$ cat config.mk
export PLATFORM = sky130hd
export DESIGN_NAME = serial_adder
export DESIGN_NICKNAME = d
export VERILOG_FILES = /design/src/rtl/serial_arith_pkg.sv /design/src/rtl/full_adder.sv /design/src/rtl/serial_adder.sv
export SDC_FILE = /design/constraint.sdc
export NUM_CORES = 1
export LEC_CHECK = 0
export ABC_AREA = 1
export ABC_CLOCK_PERIOD_IN_PS = 1400
export CAP_MARGIN = 5
export CORE_MARGIN = 3
export CORE_UTILIZATION = 50
export DETAILED_ROUTE_END_ITERATION = 8
export GPL_ROUTABILITY_DRIVEN = 0
export GPL_TIMING_DRIVEN = 0
export PLACE_DENSITY = 0.85
export SYNTH_ARGS = -nofsm -noshare
export SYNTH_HDL_FRONTEND = slang
export SYNTH_HIERARCHICAL = 1
export SYNTH_SLANG_ARGS = --single-unit
$ cat constraint.sdc
create_clock -name clk -period 1.4 [get_ports clk]
set_input_delay 0.21 -clock clk [delete_from_list [all_inputs] [get_ports clk]]
set_output_delay 0.21 -clock clk [all_outputs]
set_load 0.02 [all_outputs]
$ cat src/rtl/serial_arith_pkg.sv
// Shared definitions for the bit-serial arithmetic cells (adder, subtractor, multiplier).
package serial_arith_pkg;

  typedef enum logic [1:0] {
    ST_IDLE = 2'd0,
    ST_ADD  = 2'd1,
    ST_DONE = 2'd2
  } state_t;

  // Bit counter width for a WIDTH-bit serial operation; never narrower than one bit.
  function automatic int cnt_width(input int width);
    return (width <= 2) ? 1 : $clog2(width);
  endfunction

endpackage

$ cat src/rtl/full_adder.sv
// Single-bit combinational full adder cell.
module full_adder (
  input  logic a,
  input  logic b,
  input  logic cin,
  output logic sum,
  output logic cout
);

  assign sum  = a ^ b ^ cin;
  assign cout = (a & b) | (cin & (a ^ b));

endmodule

$ cat src/rtl/serial_adder.sv
// Bit-serial adder: one full-adder cell plus a carry flop, operands shifted LSB-first.
module serial_adder
  import serial_arith_pkg::*;
#(
  parameter int WIDTH = 8
) (
  input  logic             clk,
  input  logic             rst_n,
  input  logic             start,
  input  logic [WIDTH-1:0] x,
  input  logic [WIDTH-1:0] y,
  output logic             busy,
  output logic             done,
  output logic [WIDTH-1:0] s,
  output logic             c_out
);

  localparam int CW = cnt_width(WIDTH);
  localparam logic [CW-1:0] N_LAST = CW'(WIDTH - 1);

  state_t           state_reg;
  logic [WIDTH-1:0] xr_reg;
  logic [WIDTH-1:0] yr_reg;
  logic [WIDTH-1:0] s_reg;
  logic [CW-1:0]    n_reg;
  logic             c_reg;
  logic             c_out_reg;
  logic             busy_reg;
  logic             done_reg;
  logic             fa_sum;
  logic             fa_cout;
  logic             accept;

  full_adder u_fa (
    .a    (xr_reg[0]),
    .b    (yr_reg[0]),
    .cin  (c_reg),
    .sum  (fa_sum),
    .cout (fa_cout)
  );

  // A start is honoured in IDLE and also in DONE, which gives back-to-back operation.
  assign accept = start && ((state_reg == ST_IDLE) || (state_reg == ST_DONE));

  always_ff @(posedge clk or negedge rst_n) begin
    if (!rst_n) begin
      state_reg <= ST_IDLE;
      xr_reg    <= '0;
      yr_reg    <= '0;
      s_reg     <= '0;
      n_reg     <= '0;
      c_reg     <= 1'b0;
      c_out_reg <= 1'b0;
      busy_reg  <= 1'b0;
      done_reg  <= 1'b0;
    end else if (accept) begin
      state_reg <= ST_ADD;
      xr_reg    <= x;
      yr_reg    <= y;
      s_reg     <= '0;
      n_reg     <= '0;
      c_reg     <= 1'b0;
      busy_reg  <= 1'b1;
      done_reg  <= 1'b0;
    end else begin
      case (state_reg)
        ST_ADD: begin
          xr_reg <= xr_reg >> 1;
          yr_reg <= yr_reg >> 1;
          s_reg  <= {fa_sum, s_reg[WIDTH-1:1]};
          c_reg  <= fa_cout;
          n_reg  <= n_reg + CW'(1);
          if (n_reg == N_LAST) begin
            state_reg <= ST_DONE;
            c_out_reg <= fa_cout;
            busy_reg  <= 1'b0;
            done_reg  <= 1'b1;
          end
        end
        ST_DONE: begin
          state_reg <= ST_IDLE;
          done_reg  <= 1'b0;
        end
        default: begin
          state_reg <= ST_IDLE;
          busy_reg  <= 1'b0;
          done_reg  <= 1'b0;
        end
      endcase
    end
  end

  assign busy  = busy_reg;
  assign done  = done_reg;
  assign s     = s_reg;
  assign c_out = c_out_reg;

endmodule
==> impl_metrics.ini, run 1 <==
[placement]
preCtsSetupSlack_ns = -0.07268
dp_cells = 231
place_hpwl_mm = 2.253
portBuffers = 29

[timing]
finalHoldViolations = 0
worst_slew_pin_slew_ns = 0.8041
fmax_mhz = 753.7
hold_ws_ns = 0.3349
clock_skew_ns = 0.01106
slew_violations = 0
relSlewSlack = 0.4622
layout_worst_path_cycle_share = 0.9476
timing.setup.tns_ns = 0
timing.final.crit_period_ns = 1.327
rsz0062_at_grt = false
setup_violations = 0
setup_ws_ns = 0.07330

[final_layout]
final_cells = 239
final_common_cell = nand2_1
area_growth_pct = 28.60
diodes = 0
final_cell_mix = nand2_1, dfrtp_1, nand3_1
drive_gt1_frac = 0.1148
fill_cells = 214
nets = 230

[run_status]
outcome = finished clean

[detailed_routing]
detail-route-antenna-nets = 0
drt-total-wl_mm = 3.126
wl_per_cell_um = 13.08
viasPerCell = 5.138
num_vias = 1228
remaining_drc_errors = 0
firstDrtPassIters = 4
drt-initial-drc-count = 47

[global_routing]
grt_max_degree = 18
grt_use_total = 0.2120
overflow = 0
first_global_vias = 1291
grt_first_pass_wirelength_mm = 5.589
antenna_found_initial = 0

[synth]
syn_nets = 193
syn_avg_cell_area_um2 = 8.546
yosysWarningCount = 6
synthDistinctLibCells = 20
syn_inst = 171
ys_seq_elements = 32
netlist_area_um2 = 1461
ys_seq_area_frac = 0.5479

[die]
rows = 18
die_h_um = 60.06
fp.dieArea_um2 = 3607
io_pins = 30
initial_core_util = 0.5546
coreArea_um2 = 2635
die_w_um = 60.06

[setup_path]
critical_path_class = flop to output pin
cp_slowest_stage_delay_ns = 0.43
endpoint_kind = output pin
cp_cell_sequence = dlygate4sd2_1
cpLargestDelayFamily = flip-flops
crit_path_max_fanout = 4
required_ns = 1.19
startpoint_type = flop
crit_buf_inv = 1
critPathArrivalTime_ns = 1.12
slowest_stage = dfrtp_1

[pwr]
p_clk_frac = 0.165
p_sw_mw = 1.705
leakagePower_nw = 1.017
switching_share = 0.4084
power.density_nw_per_um2 = 2221
p_seq_frac = 0.381
p_int_mw = 2.469
power_frac_comb = 0.454
finalPower_mw = 4.174
vdd_drop_max_mv = 1.508

[clock_network]
post_cts_buffers = 0
cts_num_sinks = 32
htreeDepth = 2
cts-buffers-inserted = 5
clk_path_buf_depth = 2
clock_latency_ns = 0.33
cts_tree = built
path_clk_slew_ns = 0.10
clock-root-buffer = clkbuf_4

[flow_run]
drv_cap = 0

[worst_hold_path]
holdCritPathClass = primary input to async pin
==> worst paths after layout <==
path | startpoint | to | slack [ns] | depth (start not counted)
min in group clk | x[7] | xr_reg[7] | 0.41 | 3
hold / removal | rst_n | xr_reg[3] | 0.33 | 1
hold reg to reg | s[0] | s[0] | 0.48 | 2
setup / recovery | done | done | 0.07 | 1
setup reg to reg | done | c_out | 0.20 | 5
max in group asynchronous | rst_n | s[3] | 0.51 | 2
==> logic make-up after synthesis <==
kind of cell             count (synthesis)  synth area share
buffers and inverters                   17           0.07277
adder cells (fa/ha/maj)                  3           0.03082
AND/OR/NAND/NOR                        117            0.3416
flip-flops                              32            0.5479
AO/OA/AOI/OAI                            2          0.006843
==> layout make-up <==
cell class,instances,area (um2),share of cell area
buffer,7,61.31,0.03262
multi-input combinational,122,554.3,0.2949
tap,30,37.54,0.01997
clock inverter,2,35.03,0.01864
inverter,10,45.04,0.02397
timing repair buffer,30,304.0,0.1618
sequential,32,800.8,0.4261
clock buffer,6,41.29,0.02197
==> cells in the mapped netlist, drive strengths merged <==
cell type / count / area (um2)
nand2: 89 / 354.1
dfrtp: 32 / 800.8
nand3: 24 / 120.1
inv: 10 / 45.05
buf: 7 / 61.30
nor2: 4 / 25.03
ha: 2 / 25.02
a21oi: 1 / 5.000
fa: 1 / 20.02
o21ai: 1 / 5.000
==> per-stage QoR <==
step | area, um2 | util
floorplan | 1461 | -
global placement | 1789 | 0.6790
detailed placement | 1817 | 0.6895
CTS | 1879 | 0.7132
global route | 1879 | 0.7132
finish | 1879 | 0.7132
==> power by group through the flow <==
stage / clock network, mW / registers (mW) / logic [mW]
after floorplan: 0 / 1.71 / 1.20
after global placement: 0 / 1.59 / 1.90
after detailed placement: 0 / 1.61 / 1.97
after CTS: 0.706 / 1.59 / 1.92
after global routing: 0.745 / 1.65 / 2.16
final: 0.690 / 1.59 / 1.89
==> per-layer routing <==
layer,up-vias,routed length [um],GRT usage,share of wire
met5,-,0,0,0
met4,0,40,0.08861,0.013
met1,584,1274,0.2604,0.41
met3,5,215,0.04752,0.069
li1,605,-,-,-
met2,34,1596,0.3565,0.51
==> repair_timing <==
item                       in CTS  in global routing
gates resized for setup        11                  0
setup endpoints to repair      11                  0
hold buffers                    0                  0
Power figures use the tool's default switching activity.
==> inputs of run 2 (changes only) <==
--- a/config.mk
+++ b/config.mk
@@ -6,14 +6,13 @@
 export NUM_CORES = 1
 export LEC_CHECK = 0
 export ABC_AREA = 1
-export ABC_CLOCK_PERIOD_IN_PS = 1400
+export ABC_CLOCK_PERIOD_IN_PS = 1200
 export CAP_MARGIN = 5
-export CORE_MARGIN = 3
-export CORE_UTILIZATION = 50
+export CORE_UTILIZATION = 45
 export DETAILED_ROUTE_END_ITERATION = 8
 export GPL_ROUTABILITY_DRIVEN = 0
 export GPL_TIMING_DRIVEN = 0
-export PLACE_DENSITY = 0.85
+export PLACE_DENSITY = 0.81
 export SYNTH_ARGS = -nofsm -noshare
 export SYNTH_HDL_FRONTEND = slang
 export SYNTH_HIERARCHICAL = 1
==> constraint.sdc (replaced) <==
create_clock -name clk -period 1.2 [get_ports clk]
set_input_delay 0.18 -clock clk [delete_from_list [all_inputs] [get_ports clk]]
set_output_delay 0.18 -clock clk [all_outputs]
set_load 0.02 [all_outputs]
==> impl_metrics.ini, run 2 (same netlist as run 1, synthesis figures left out) <==
[setup_path]
slowest_stage = dfrtp_1
critical_path_class = flop to output pin
critPathArrivalTime_ns = 1.01
cp_cell_sequence = clkdlybuf4s15_1
rrSetupSlack_ns = 0.06
startpoint_type = flop
cpLargestDelayFamily = flip-flops
cp_slowest_stage_delay_ns = 0.38
crit_buf_inv = 1
r2r_cells = 5
endpoint_kind = output pin
crit_path_max_fanout = 2
r2r-end = s[7]
reg2reg_from = done
required_ns = 1.02

[detailed_routing]
detail-route-antenna-nets = 0
wl_per_cell_um = 11.38
firstDrtPassIters = 4
num_vias = 1208
drt-total-wl_mm = 2.960
drt-initial-drc-count = 34
viasPerCell = 4.646
remaining_drc_errors = 0

[final_layout]
final_common_cell = nand2_1
drive_gt1_frac = 0.2083
final_cells = 260
fill_cells = 281
final_cell_mix = nand2_1, dfrtp_1, nand3_1
area_growth_pct = 31.59
final_cell_area_um2 = 1923
diodes = 0
fin_util = 0.6248
nets = 237

[clock_network]
cts_num_sinks = 32
htreeDepth = 2
clock-root-buffer = clkbuf_4
clk_path_buf_depth = 2
path_clk_slew_ns = 0.10
cts_tree = built
clock_latency_ns = 0.35
cts-buffers-inserted = 5

[placement]
place_hpwl_mm = 2.030
placed_area_um2 = 1802
preCtsSetupSlack_ns = -0.2659
dp_cells = 244
portBuffers = 29

[die]
fp.dieArea_um2 = 3479
coreArea_um2 = 3078
rows = 20
die_h_um = 58.99
initial_core_util = 0.4748
io_pins = 30
die_w_um = 58.99

[timing]
timing.final.crit_period_ns = 1.185
setup_violations = 0
hold_ws_ns = 0.3584
worst_slew_pin_slew_ns = 0.6806
clock_skew_ns = 0.009832
slew_violations = 0
timing.setup.tns_ns = 0
setup_ws_ns = 0.01464
rsz0062_at_grt = true
layout_worst_path_cycle_share = 0.9878
fmax_mhz = 843.6
relSlewSlack = 0.5463
finalHoldViolations = 0

[pwr]
p_clk_frac = 0.183
p_seq_frac = 0.362
switching_share = 0.3916
p_int_mw = 3.102
vdd_drop_max_mv = 1.185
leakagePower_nw = 1.033
p_sw_mw = 1.997
power.density_nw_per_um2 = 2651
power_frac_comb = 0.455
finalPower_mw = 5.099

[flow_run]
drv_cap = 0

[global_routing]
grt_first_pass_wirelength_mm = 4.885
grt_use_total = 0.1975
first_global_vias = 1116
grt_max_degree = 33
grtUsageMet2 = 0.2938
busiest_layer = met2
met3_usage = 0.06550
overflow = 0
antenna_found_initial = 0
use_met1 = 0.2580

[run_status]
outcome = finished clean

[worst_hold_path]
min_from = x[7]
min_to = xr_reg[7]
holdCritPathClass = primary input to flop
holdPathStages = 3
run 2: layer usage:
layer / routed length, um / vias up
li1: - / 618
met5: 0 / -
met2: 1336 / 23
met3: 147 / 7
met4: 76 / 0
met1: 1399 / 560
run 2: repair_timing:
| action | in CTS | in global routing |
|---|---|---|
| endpoints found under the hold margin | 32 | 0 |
| gates resized for setup | 34 | 14 |
| setup endpoints to repair | 12 | 24 |
| hold buffers | 1 | 0 |
| pin swaps | 0 | 1 |
| buffers inserted | 3 | 4 |
run 2: power groups by stage:
stage	Sequential [mW]	Clock [mW]	Combinational [mW]
after detailed placement	1.88	0	2.28
after floorplan	2.00	0	1.40
after global placement	1.86	0	2.22
after CTS	1.85	0.931	2.30
after global routing	1.91	0.998	2.61
final	1.85	0.932	2.32
run 2: worst max-delay path by stage:
stage	start	slack, ns	depth (start not counted)	end
floorplan	done	0.04	5	c_out
global placement	rst_n	-0.67	1	s[0]
detailed placement	start	-0.27	6	xr_reg[6]
CTS	n_reg[0]	0.0008	7	busy
global route	n_reg[0]	-0.03	7	busy
finish	busy	0.01	1	busy
run 2: layout make-up:
| class | count | area [um2] | area share |
|---|---|---|---|
| clock inverter | 1 | 30.03 | 0.01561 |
| sequential | 32 | 800.8 | 0.4164 |
| inverter | 10 | 45.04 | 0.02342 |
| tap | 44 | 55.05 | 0.02863 |
| buffer | 7 | 67.56 | 0.03513 |
| timing repair buffer | 37 | 297.8 | 0.1548 |
| multi-input combinational | 122 | 561.8 | 0.2921 |
| clock buffer | 7 | 65.06 | 0.03383 |
